File: src/rtl/hub75_pkg.sv
// Shared types and sizing helpers for the HUB75 BCM scan driver.
// Latency: n/a (declarations only).
// Backpressure: n/a.
package hub75_pkg;

  typedef enum logic [1:0] {
    ST_IDLE,
    ST_SHIFT,
    ST_LATCH,
    ST_DISPLAY
  } state_t;

  // Channel positions inside a packed {B,G,R} pixel and on the rgb pins
  localparam int CH_R = 0;
  localparam int CH_G = 1;
  localparam int CH_B = 2;

  // Packed pixel width: three channels of `bits` each
  function automatic int pix_w(input int bits);
    return 3 * bits;
  endfunction

  // Index width for a counter over n values; never narrower than one bit
  function automatic int col_w(input int n);
    return (n > 1) ? $clog2(n) : 1;
  endfunction

endpackage

File: src/rtl/hub75_bcm_oe.sv
// BCM display timer: holds oe low for the brightness-scaled share of a plane's slot.
// Latency: oe reacts on the cycle after start; done pulses on the final slot cycle.
// Backpressure: none; start must only be issued while no slot is running.
module hub75_bcm_oe
  import hub75_pkg::*;
#(
  parameter int BITS       = 4,
  parameter int BASE_TICKS = 64
) (
  input  logic                     clk,
  input  logic                     rst,
  input  logic                     start,
  input  logic [col_w(BITS)-1:0]   plane,
  input  logic [7:0]               bright,
  output logic                     oe,
  output logic                     done
);

  // Wide enough to hold the longest slot length itself
  localparam int LEN_W = $clog2(BASE_TICKS << (BITS - 1)) + 1;

  logic [LEN_W-1:0] len_c;
  logic [LEN_W-1:0] thr_c;
  logic [LEN_W-1:0] len_q;
  logic [LEN_W-1:0] thr_q;
  logic [LEN_W-1:0] t;
  logic             active;

  // Slot length and lit length; the product keeps all bits before the >>8
  assign len_c = LEN_W'(BASE_TICKS) << plane;
  assign thr_c = LEN_W'(({8'd0, len_c} * {{LEN_W{1'b0}}, bright}) >> 8);
  assign done  = active && (t == len_q - LEN_W'(1));

  // Slot timer; oe is registered so it is low exactly while t < thr
  always_ff @(posedge clk or negedge rst) begin
    if (!rst) begin
      active <= 1'b0;
      t      <= '0;
      len_q  <= '0;
      thr_q  <= '0;
      oe     <= 1'b1;
    end else if (start) begin
      active <= 1'b1;
      t      <= '0;
      len_q  <= len_c;
      thr_q  <= thr_c;
      oe     <= (thr_c == '0);
    end else if (active) begin
      if (done) begin
        active <= 1'b0;
        oe     <= 1'b1;
      end else begin
        t  <= t + LEN_W'(1);
        oe <= !((t + LEN_W'(1)) < thr_q);
      end
    end
  end

endmodule

File: src/rtl/hub75_bcm_scan.sv
// HUB75 1/N scan driver: shift a row plane, latch it, then show it for a BCM-weighted slot.
// Latency: framebuffer read issued at phase 0, serial data out at phase 2 of each column.
// Backpressure: none; framebuffer must answer every read on the following cycle.
module hub75_bcm_scan
  import hub75_pkg::*;
#(
  parameter int COLS       = 64,
  parameter int ADDR_W     = 4,
  parameter int BITS       = 4,
  parameter int CLK_DIV    = 4,
  parameter int BASE_TICKS = 64,
  parameter int LAT_CYCLES = 2
) (
  input  logic                     clk,
  input  logic                     rst,
  input  logic                     en,
  input  logic [7:0]               bright,
  output logic                     pix_rd,
  output logic [ADDR_W-1:0]        pix_row,
  output logic [col_w(COLS)-1:0]   pix_col,
  input  logic [pix_w(BITS)-1:0]   pix_data0,
  input  logic [pix_w(BITS)-1:0]   pix_data1,
  output logic [2:0]               rgb0,
  output logic [2:0]               rgb1,
  output logic [ADDR_W-1:0]        row_addr,
  output logic                     lat,
  output logic                     oe,
  output logic                     pclk,
  output logic                     frame_start,
  output logic                     busy
);

  localparam int COL_W = col_w(COLS);
  localparam int PIX_W = pix_w(BITS);
  localparam int PL_W  = col_w(BITS);
  localparam int PH_W  = $clog2(2 * CLK_DIV);
  localparam int LC_W  = col_w(LAT_CYCLES);

  state_t            state;
  logic [PH_W-1:0]   ph;
  logic [COL_W-1:0]  col;
  logic [ADDR_W-1:0] row;
  logic [PL_W-1:0]   plane;
  logic [LC_W-1:0]   lc;
  logic [7:0]        bright_q;
  logic [2:0]        smp0;
  logic [2:0]        smp1;
  logic              disp_start;
  logic              disp_done;

  logic plane_last, row_last, col_last, ph_last;

  assign pix_row    = row;
  assign pix_col    = col;
  assign plane_last = (plane == PL_W'(BITS - 1));
  assign row_last   = &row;
  assign col_last   = (col == COL_W'(COLS - 1));
  assign ph_last    = (ph == PH_W'(2 * CLK_DIV - 1));
  assign disp_start = (state == ST_LATCH) && (lc == LC_W'(LAT_CYCLES - 1));

  // Pick bit `plane` of each channel from the returned top/bottom pixels
  always_comb begin
    smp0 = '0;
    smp1 = '0;
    for (int c = CH_R; c <= CH_B; c++) begin
      smp0[c] = |((pix_data0 >> (c * BITS + int'(plane))) & PIX_W'(1));
      smp1[c] = |((pix_data1 >> (c * BITS + int'(plane))) & PIX_W'(1));
    end
  end

  hub75_bcm_oe #(
    .BITS       (BITS),
    .BASE_TICKS (BASE_TICKS)
  ) u_oe (
    .clk    (clk),
    .rst    (rst),
    .start  (disp_start),
    .plane  (plane),
    .bright (bright_q),
    .oe     (oe),
    .done   (disp_done)
  );

  // Scan sequencer; every pin is set on the edge that enters its cycle
  always_ff @(posedge clk or negedge rst) begin
    if (!rst) begin
      state       <= ST_IDLE;
      ph          <= '0;
      col         <= '0;
      row         <= '0;
      plane       <= '0;
      lc          <= '0;
      bright_q    <= '0;
      rgb0        <= '0;
      rgb1        <= '0;
      row_addr    <= '0;
      lat         <= 1'b0;
      pclk        <= 1'b1;
      pix_rd      <= 1'b0;
      frame_start <= 1'b0;
      busy        <= 1'b0;
    end else begin
      frame_start <= 1'b0;
      pix_rd      <= 1'b0;
      case (state)
        ST_IDLE: begin
          if (en) begin
            frame_start <= 1'b1;
            bright_q    <= bright;
            row         <= '0;
            plane       <= '0;
            busy        <= 1'b1;
            state       <= ST_SHIFT;
            ph          <= '0;
            col         <= '0;
            pclk        <= 1'b0;
            pix_rd      <= 1'b1;
          end
        end
        ST_SHIFT: begin
          if (ph_last) begin
            ph <= '0;
            if (col_last) begin
              state    <= ST_LATCH;
              pclk     <= 1'b1;
              lat      <= 1'b1;
              lc       <= '0;
              row_addr <= row;
            end else begin
              col    <= col + COL_W'(1);
              pclk   <= 1'b0;
              pix_rd <= 1'b1;
            end
          end else begin
            ph <= ph + PH_W'(1);
            if (ph == PH_W'(CLK_DIV - 1)) pclk <= 1'b1;
            // Read data is valid during phase 1; present it from phase 2
            if (ph == PH_W'(1)) begin
              rgb0 <= smp0;
              rgb1 <= smp1;
            end
          end
        end
        ST_LATCH: begin
          if (disp_start) begin
            lat   <= 1'b0;
            state <= ST_DISPLAY;
          end else begin
            lc <= lc + LC_W'(1);
          end
        end
        ST_DISPLAY: begin
          if (disp_done) begin
            if (plane_last) begin
              plane <= '0;
              if (row_last) begin
                row <= '0;
                if (en) begin
                  frame_start <= 1'b1;
                  bright_q    <= bright;
                end
              end else begin
                row <= row + ADDR_W'(1);
              end
            end else begin
              plane <= plane + PL_W'(1);
            end
            if (plane_last && row_last && !en) begin
              state <= ST_IDLE;
              busy  <= 1'b0;
            end else begin
              state  <= ST_SHIFT;
              ph     <= '0;
              col    <= '0;
              pclk   <= 1'b0;
              pix_rd <= 1'b1;
            end
          end
        end
        default: state <= ST_IDLE;
      endcase
    end
  end

endmodule
File: config.mk
export PLATFORM = sky130hd
export DESIGN_NAME = hub75_bcm_scan
export DESIGN_NICKNAME = d
export VERILOG_FILES = /design/src/rtl/hub75_pkg.sv /design/src/rtl/hub75_bcm_oe.sv /design/src/rtl/hub75_bcm_scan.sv
export SDC_FILE = /design/constraint.sdc
export NUM_CORES = 1
export LEC_CHECK = 0
export BUFFER_PORTS_ARGS = -buffer_cell sky130_fd_sc_hd__buf_2
export CORE_UTILIZATION = 25
export CTS_CLUSTER_DIAMETER = 50
export CTS_CLUSTER_SIZE = 30
export DETAILED_ROUTE_END_ITERATION = 6
export SLEW_MARGIN = 20
export SYNTH_ARGS = -nofsm -noshare
export SYNTH_HDL_FRONTEND = slang
export SYNTH_SLANG_ARGS = --single-unit
export TNS_END_PERCENT = 5
File: constraint.sdc
create_clock -name clk -period 4.1 [get_ports clk]
set_input_delay 0.41 -clock clk [delete_from_list [all_inputs] [get_ports clk]]
set_output_delay 0.41 -clock clk [all_outputs]
set_load 0.005 [all_outputs]
**Word-level counts from Yosys, hierarchy flattened**

Index checks and enable logic that the tools add are counted.

- Register bits: 73
- Latch bits: 0
- Bits in writable memories: 0
- Memory bits (read-only): 0
- Input bits: 35
- Output and inout bits: 26
- Word-level logic and storage cells: 157
- Memories kept: 0

- Add/subtract/negate cells: 9
- Multiply operators: 1
- Divide/modulo/power cells: 0
- $lt $le $gt $ge: 1
- Eq/ne operators: 22
- Shift-type cells: 7
- Multiplexer cells: 70
- Bitwise operators: 1
- Reduce and logical (&&, ||, !) cells: 26

Operators by type and width:

| operator | count |
|---|---|
| 12-bit by 32-bit >> shifter with 1-bit output | 2 |
| 8-bit 2-to-1 mux | 4 |
| 1-bit 2-to-1 mux | 30 |
| 10-bit 2-to-1 mux | 3 |
| 6-bit 2-to-1 mux | 5 |
| 4-bit AND reduction | 7 |
| 2-bit inequality test (second input constant) | 12 |
| 12-bit by 2-bit >> shifter with 1-bit output | 2 |
| 10-bit by 8-bit multiplier with 18-bit output | 1 |
| 6-bit one-hot mux with 3 select lines | 1 |
| 2-bit 2-to-1 mux | 8 |
| 4-bit 2-to-1 mux | 4 |
| 8-bit one-hot mux with 2 select lines | 1 |
| 3-bit 2-to-1 mux | 4 |
| 12-bit by 4-bit >> shifter with 1-bit output | 1 |
| 12-bit by 5-bit >> shifter with 1-bit output | 1 |
| 10-bit by 1-bit adder with 10-bit output (second input constant) | 1 |
| 10-bit equality test | 1 |
| 10-bit logical NOT | 1 |
| 10-bit < comparator | 1 |
| 5-bit AND reduction | 2 |
| 7-bit by 2-bit << shifter with 10-bit output (first input constant) | 1 |
| 10-bit by 1-bit subtractor with 10-bit output (second input constant) | 1 |
| 3-bit one-hot mux with 3 select lines | 1 |
| 28 further kinds | 42 |

**Logic depth before layout (Yosys ltp)**

- Depth in word-level cells: 6
- Mapped depth: 18
- Gate-level depth less buffers: 17

**By module**

Synthesis repeated with hierarchy kept, for this count alone.

- Cells, all modules: 497
- Area, all modules: 4984.8 µm²

By module, submodules not included:

| module | times used | cells each | area an instance (µm²) | sequential area each (µm²) |
|---|---|---|---|---|
| hub75_bcm_oe | 1 | 300 | 2686.3 | 651.9 |
| hub75_bcm_scan | 1 | 197 | 2298.5 | 1027.2 |

**Worst setup path after synthesis**

Ideal clock, no wire load.

- Kind: register -> register
- From: register plane[0]
- To: register u_oe.oe
- Setup time: 79 ps
- Arrival: 4371 ps
- Data required time: 4021 ps
- Path slack: -350 ps
- Stages on the path, launching flop included: 17
- Buffers on the path: 1
- Period minus slack after synthesis: 4450 ps
- Cells stage by stage: dfrtp_1 clkbuf_1 inv_1 ha_1 nand2_1 fa_1 fa_1 inv_1 fa_1 ha_1 ha_1 and2_1 o21ai_0 nand3b_1 o31ai_1 xnor2_1 a41o_1

- Cells in the longest elaborated chain, start to end: 4

Ends and longest elaborated chain:

| item | RTL line | RTL |
|---|---|---|
| start, declared | hub75_bcm_scan.sv:43 | `logic [PL_W-1:0] plane;` |
| start signal, assigned | hub75_bcm_scan.sv:166 | `plane <= plane + PL_W'(1);` |
| 7-bit by 2-bit << shifter with 10-bit output | hub75_bcm_oe.sv:30 | `assign len_c = LEN_W'(BASE_TICKS) << plane;` |
| named net u_oe.len_c[8] | hub75_bcm_oe.sv:22 | `logic [LEN_W-1:0] len_c;` |
| 10-bit by 8-bit multiplier with 18-bit output | hub75_bcm_oe.sv:31 | `assign thr_c = LEN_W'(({8'd0, len_c} * {{LEN_W{1'b0}}, bright}) >> 8);` |
| 10-bit logical NOT | hub75_bcm_oe.sv:47 | `oe <= (thr_c == '0);` |
| 1-bit 2-to-1 mux | hub75_bcm_oe.sv:42 | `end else if (start) begin` |
| end signal, assigned | hub75_bcm_oe.sv:47 |  |
| end signal, assigned | hub75_bcm_oe.sv:54 | `oe <= !((t + LEN_W'(1)) < thr_q);` |
| end, declared | hub75_bcm_oe.sv:15 | `output logic oe,` |

The timed path passes the listed nets, and every way through them passes these cells.
A chain may end at the register's enable or synchronous reset.

**Worst setup path in the final report**

- From: register plane[1]
- To: register u_oe.oe

The elaborated chain is that of the path after synthesis.

==> impl_metrics.tcl <==
set metrics [dict create \
    drtPass1Iterations 4 \
    insertion_delay_ns 0.34 \
    grt_max_degree 49 \
    drt_wl_total_um 10700 \
    fillers 1962 \
    portBuffers 60 \
    die_h_um 141 \
    core_area_um2 18800 \
    htree_levels 3 \
    postLayoutCellArea_um2 5920 \
    synth-edff-count 0 \
    num-nets-final 669 \
    clk_path_buf_depth 2 \
    dp_hpwl_um 8210 \
    postCtsHoldBufs 0 \
    dr.first_iter.drc_count 173 \
    fmax_ghz 0.252 \
    p_per_area_nw_per_um2 519 \
    ys_warn_count 0 \
    antenna_found_initial 0 \
    irDropWorstVdd_mv 0.252 \
    wire_per_inst_um 13.3 \
    yosysTopAreaCell "dfrtp_1" \
    multiInputGateArea_um2 3010 \
    synth_top_area_frac 0.338 \
    critPathBufInv 2 \
    avgSynthCellArea_um2 9.73 \
    root_buffer "clkbuf_16" \
    area_growth_pct 23.0 \
    status "complete, no violations" \
    clk_pin_slew_worst_paths_ns 0.06 \
    critPathCaptureType "register" \
    crit_family "adder cells" \
    synthArstFlopShare 1.00 \
    crit_path_cell_trace "buf_4 -> ha_4 -> nand2_1 -> fa_1 -> fa_1 -> inv_1 -> fa_1 -> ha_4 -> ha_4 -> and2_1 -> a31oi_1 -> nand3b_1 -> xnor2_2 -> nor4b_4 -> a41o_1" \
    seq_area_frac_synth 0.348 \
    syn_area_um2 4820 \
    p_total_uw 3080 \
    worstSetupStartpointType "register" \
    cp-startpoint "plane[1]" \
    leakagePower_uw 0.00282 \
    placed_cell_area_um2 5460 \
    track_usage 0.115 \
    start_util 0.257 \
    grt_pass1_vias 3596 \
    synth_ff_type "dfrtp_1" \
    fin_crit_sh 0.970 \
    drv_slew 0 \
    crit_slowest_cell "fa_1" \
    cts_tree "yes" \
    postSynthNetCount 598 \
    grt_pass1_wl_um 18000 \
    rows 50 \
    syn_inst 495 \
    finClkSkew_ns 0.0117 \
    final_common_cell "dfrtp_1" \
    ys_seq_elements 67 \
    finalSetupViolations 0 \
    yosys-top-cells-area "dfrtp_1 34%, ha_1 15%, fa_1 5.0%" \
    slew_headroom 0.295 \
    pre_cts_ws_ns -0.0264 \
    globalRouteOverflowTotal 0 \
    r2r_cells 15 \
    die_w_um 141 \
    routed_via_density 4.54 \
    worst_pin_slew_ns 1.05 \
    drv_cap 0 \
    holdCritPathClass "input pin to asynchronous set/reset pin" \
    regArea_um2 1680 \
    worstPathArrival_ns 4.25 \
    final_cell_mix "65 x dfrtp_1, 60 x buf_2, 56 x nand2_1" \
    cts_made_buffers 9 \
    r2r-end "u_oe.oe" \
    io_pins 61 \
    vias 3651 \
    drc 0 \
    gp_congestion 0.735 \
    critPathKind "register to register" \
    finalWorstPathRequiredPeriod_ns 3.98 \
    hold_violations 0 \
    slowest_delay_ns 0.51 \
    ant_nets 0 \
    dieArea_um2 19800 \
    reg2reg_from "plane[1]" \
    r2r_setup_slack_ns 0.12 \
    crit_fanout 6 \
    clock-sinks 67 \
    layout_setup_ws_ns 0.124 \
    yosysUniqueCellTypes 56 \
    num_antenna_cells 0 \
    drive_above_1_share 0.245 \
    critPathRequiredTime_ns 4.38 \
]
[layout make-up]
class	instances	share of cell area
Tap cell	234	0.0494
Sequential cell	67	0.283
Multi-Input combinational cell	361	0.508
Inverter	52	0.0329
Timing Repair Buffer	75	0.0703
Clock buffer	12	0.0433
Clock inverter	4	0.0125
[sequential cells by signal (all words and copies together), names as in the netlist, 2 cells and up]
| name | cells |
|---|---|
| state | 2 |
| u_oe.t | 10 |
| ph | 3 |
| bright_q | 8 |
| u_oe.len_q | 4 |
| row_addr | 4 |
| pix_row | 4 |
| pix_col | 6 |
| rgb0 | 3 |
| rgb1 | 3 |
| plane | 2 |
| u_oe.thr_q | 10 |
[synth_stat cells, types with 3 or more instances]
library cell  count
dfrtp_1          65
and3_1            6
nand3b_1          3
xor2_1           16
inv_1            52
fa_1             12
clkbuf_1         13
ha_1             56
nor2_1           22
nor3_1            5
a31oi_1           4
o311ai_0          4
nor2b_1           5
nand3_1          13
nand2b_1          9
o31ai_1           4
xnor2_1          15
and2_1           24
mux4_2            6
a21oi_1           9
nand2_1          58
o21ai_0          27
mux2_2           16
nand4_1           6
[report_power, final]
part | internal [uW] | switching (uW) | leakage, uW
registers | 847 | 157 | 0.000861
logic | 536 | 679 | 0.00180
clock network | 566 | 293 | 0.000163
total | 1950 | 1130 | 0.00282
[timing repair]
item / in CTS / in global routing
pin swaps: 1 / 15
gates cloned: 0 / 0
setup endpoints to repair: 3 / 4
resized for setup: 5 / 16
buffers inserted: 3 / 1
endpoints found under the hold margin: 0 / 0
[cells by family after synthesis]
logic type | Yosys count | share of synthesized area
AO/OA/AOI/OAI | 72 | 0.0976
XOR/XNOR | 31 | 0.0563
adder cells (fa/ha/maj) | 68 | 0.195
buffers and inverters | 67 | 0.0525
flip-flops | 67 | 0.348
multiplexers | 23 | 0.0675
AND/OR/NAND/NOR | 167 | 0.182
[routing by layer]
metal / wire length, um / GRT usage / vias up
met5: 0 / 0 / -
met4: 153 / 0.0418 / 0
met1: 5320 / 0.157 / 1746
li1: - / - / 1846
met2: 4970 / 0.180 / 48
met3: 280 / 0.0211 / 11
[worst reg2reg max path, cell delays in order, from the launching register on]
cell and delay, ns:
dfrtp_1 0.41, buf_4 0.16, ha_4 0.17, nand2_1 0.08, fa_1 0.45, fa_1 0.51
inv_1 0.05, fa_1 0.48, ha_4 0.30, ha_4 0.20, and2_1 0.16, a31oi_1 0.19
nand3b_1 0.16, xnor2_2 0.21, nor4b_4 0.22, a41o_1 0.20
[through the flow]
stage / instances / TNS (ns) / utilization / hold slack, ns
final: 805 / 0 / 0.316 / 0.0204
after global routing: 805 / -0.00689 / 0.316 / 0.0438
after CTS: 804 / 0 / 0.311 / 0.0317
after detailed placement: 785 / -0.0399 / 0.291 / 0.395
after global placement: 785 / 0 / 0.291 / 0.389
after floorplan: 495 / 0 / - / 0.114
[how the worst max path moves through the flow]
stage,depth (start not counted),endpoint
2_1_floorplan,16,u_oe.oe
3_3_place_gp,15,u_oe.oe
3_5_place_dp,15,u_oe.oe
4_1_cts,15,u_oe.oe
5_1_grt,15,u_oe.oe
6_report,15,u_oe.oe
(Power assumes the default switching activity.)
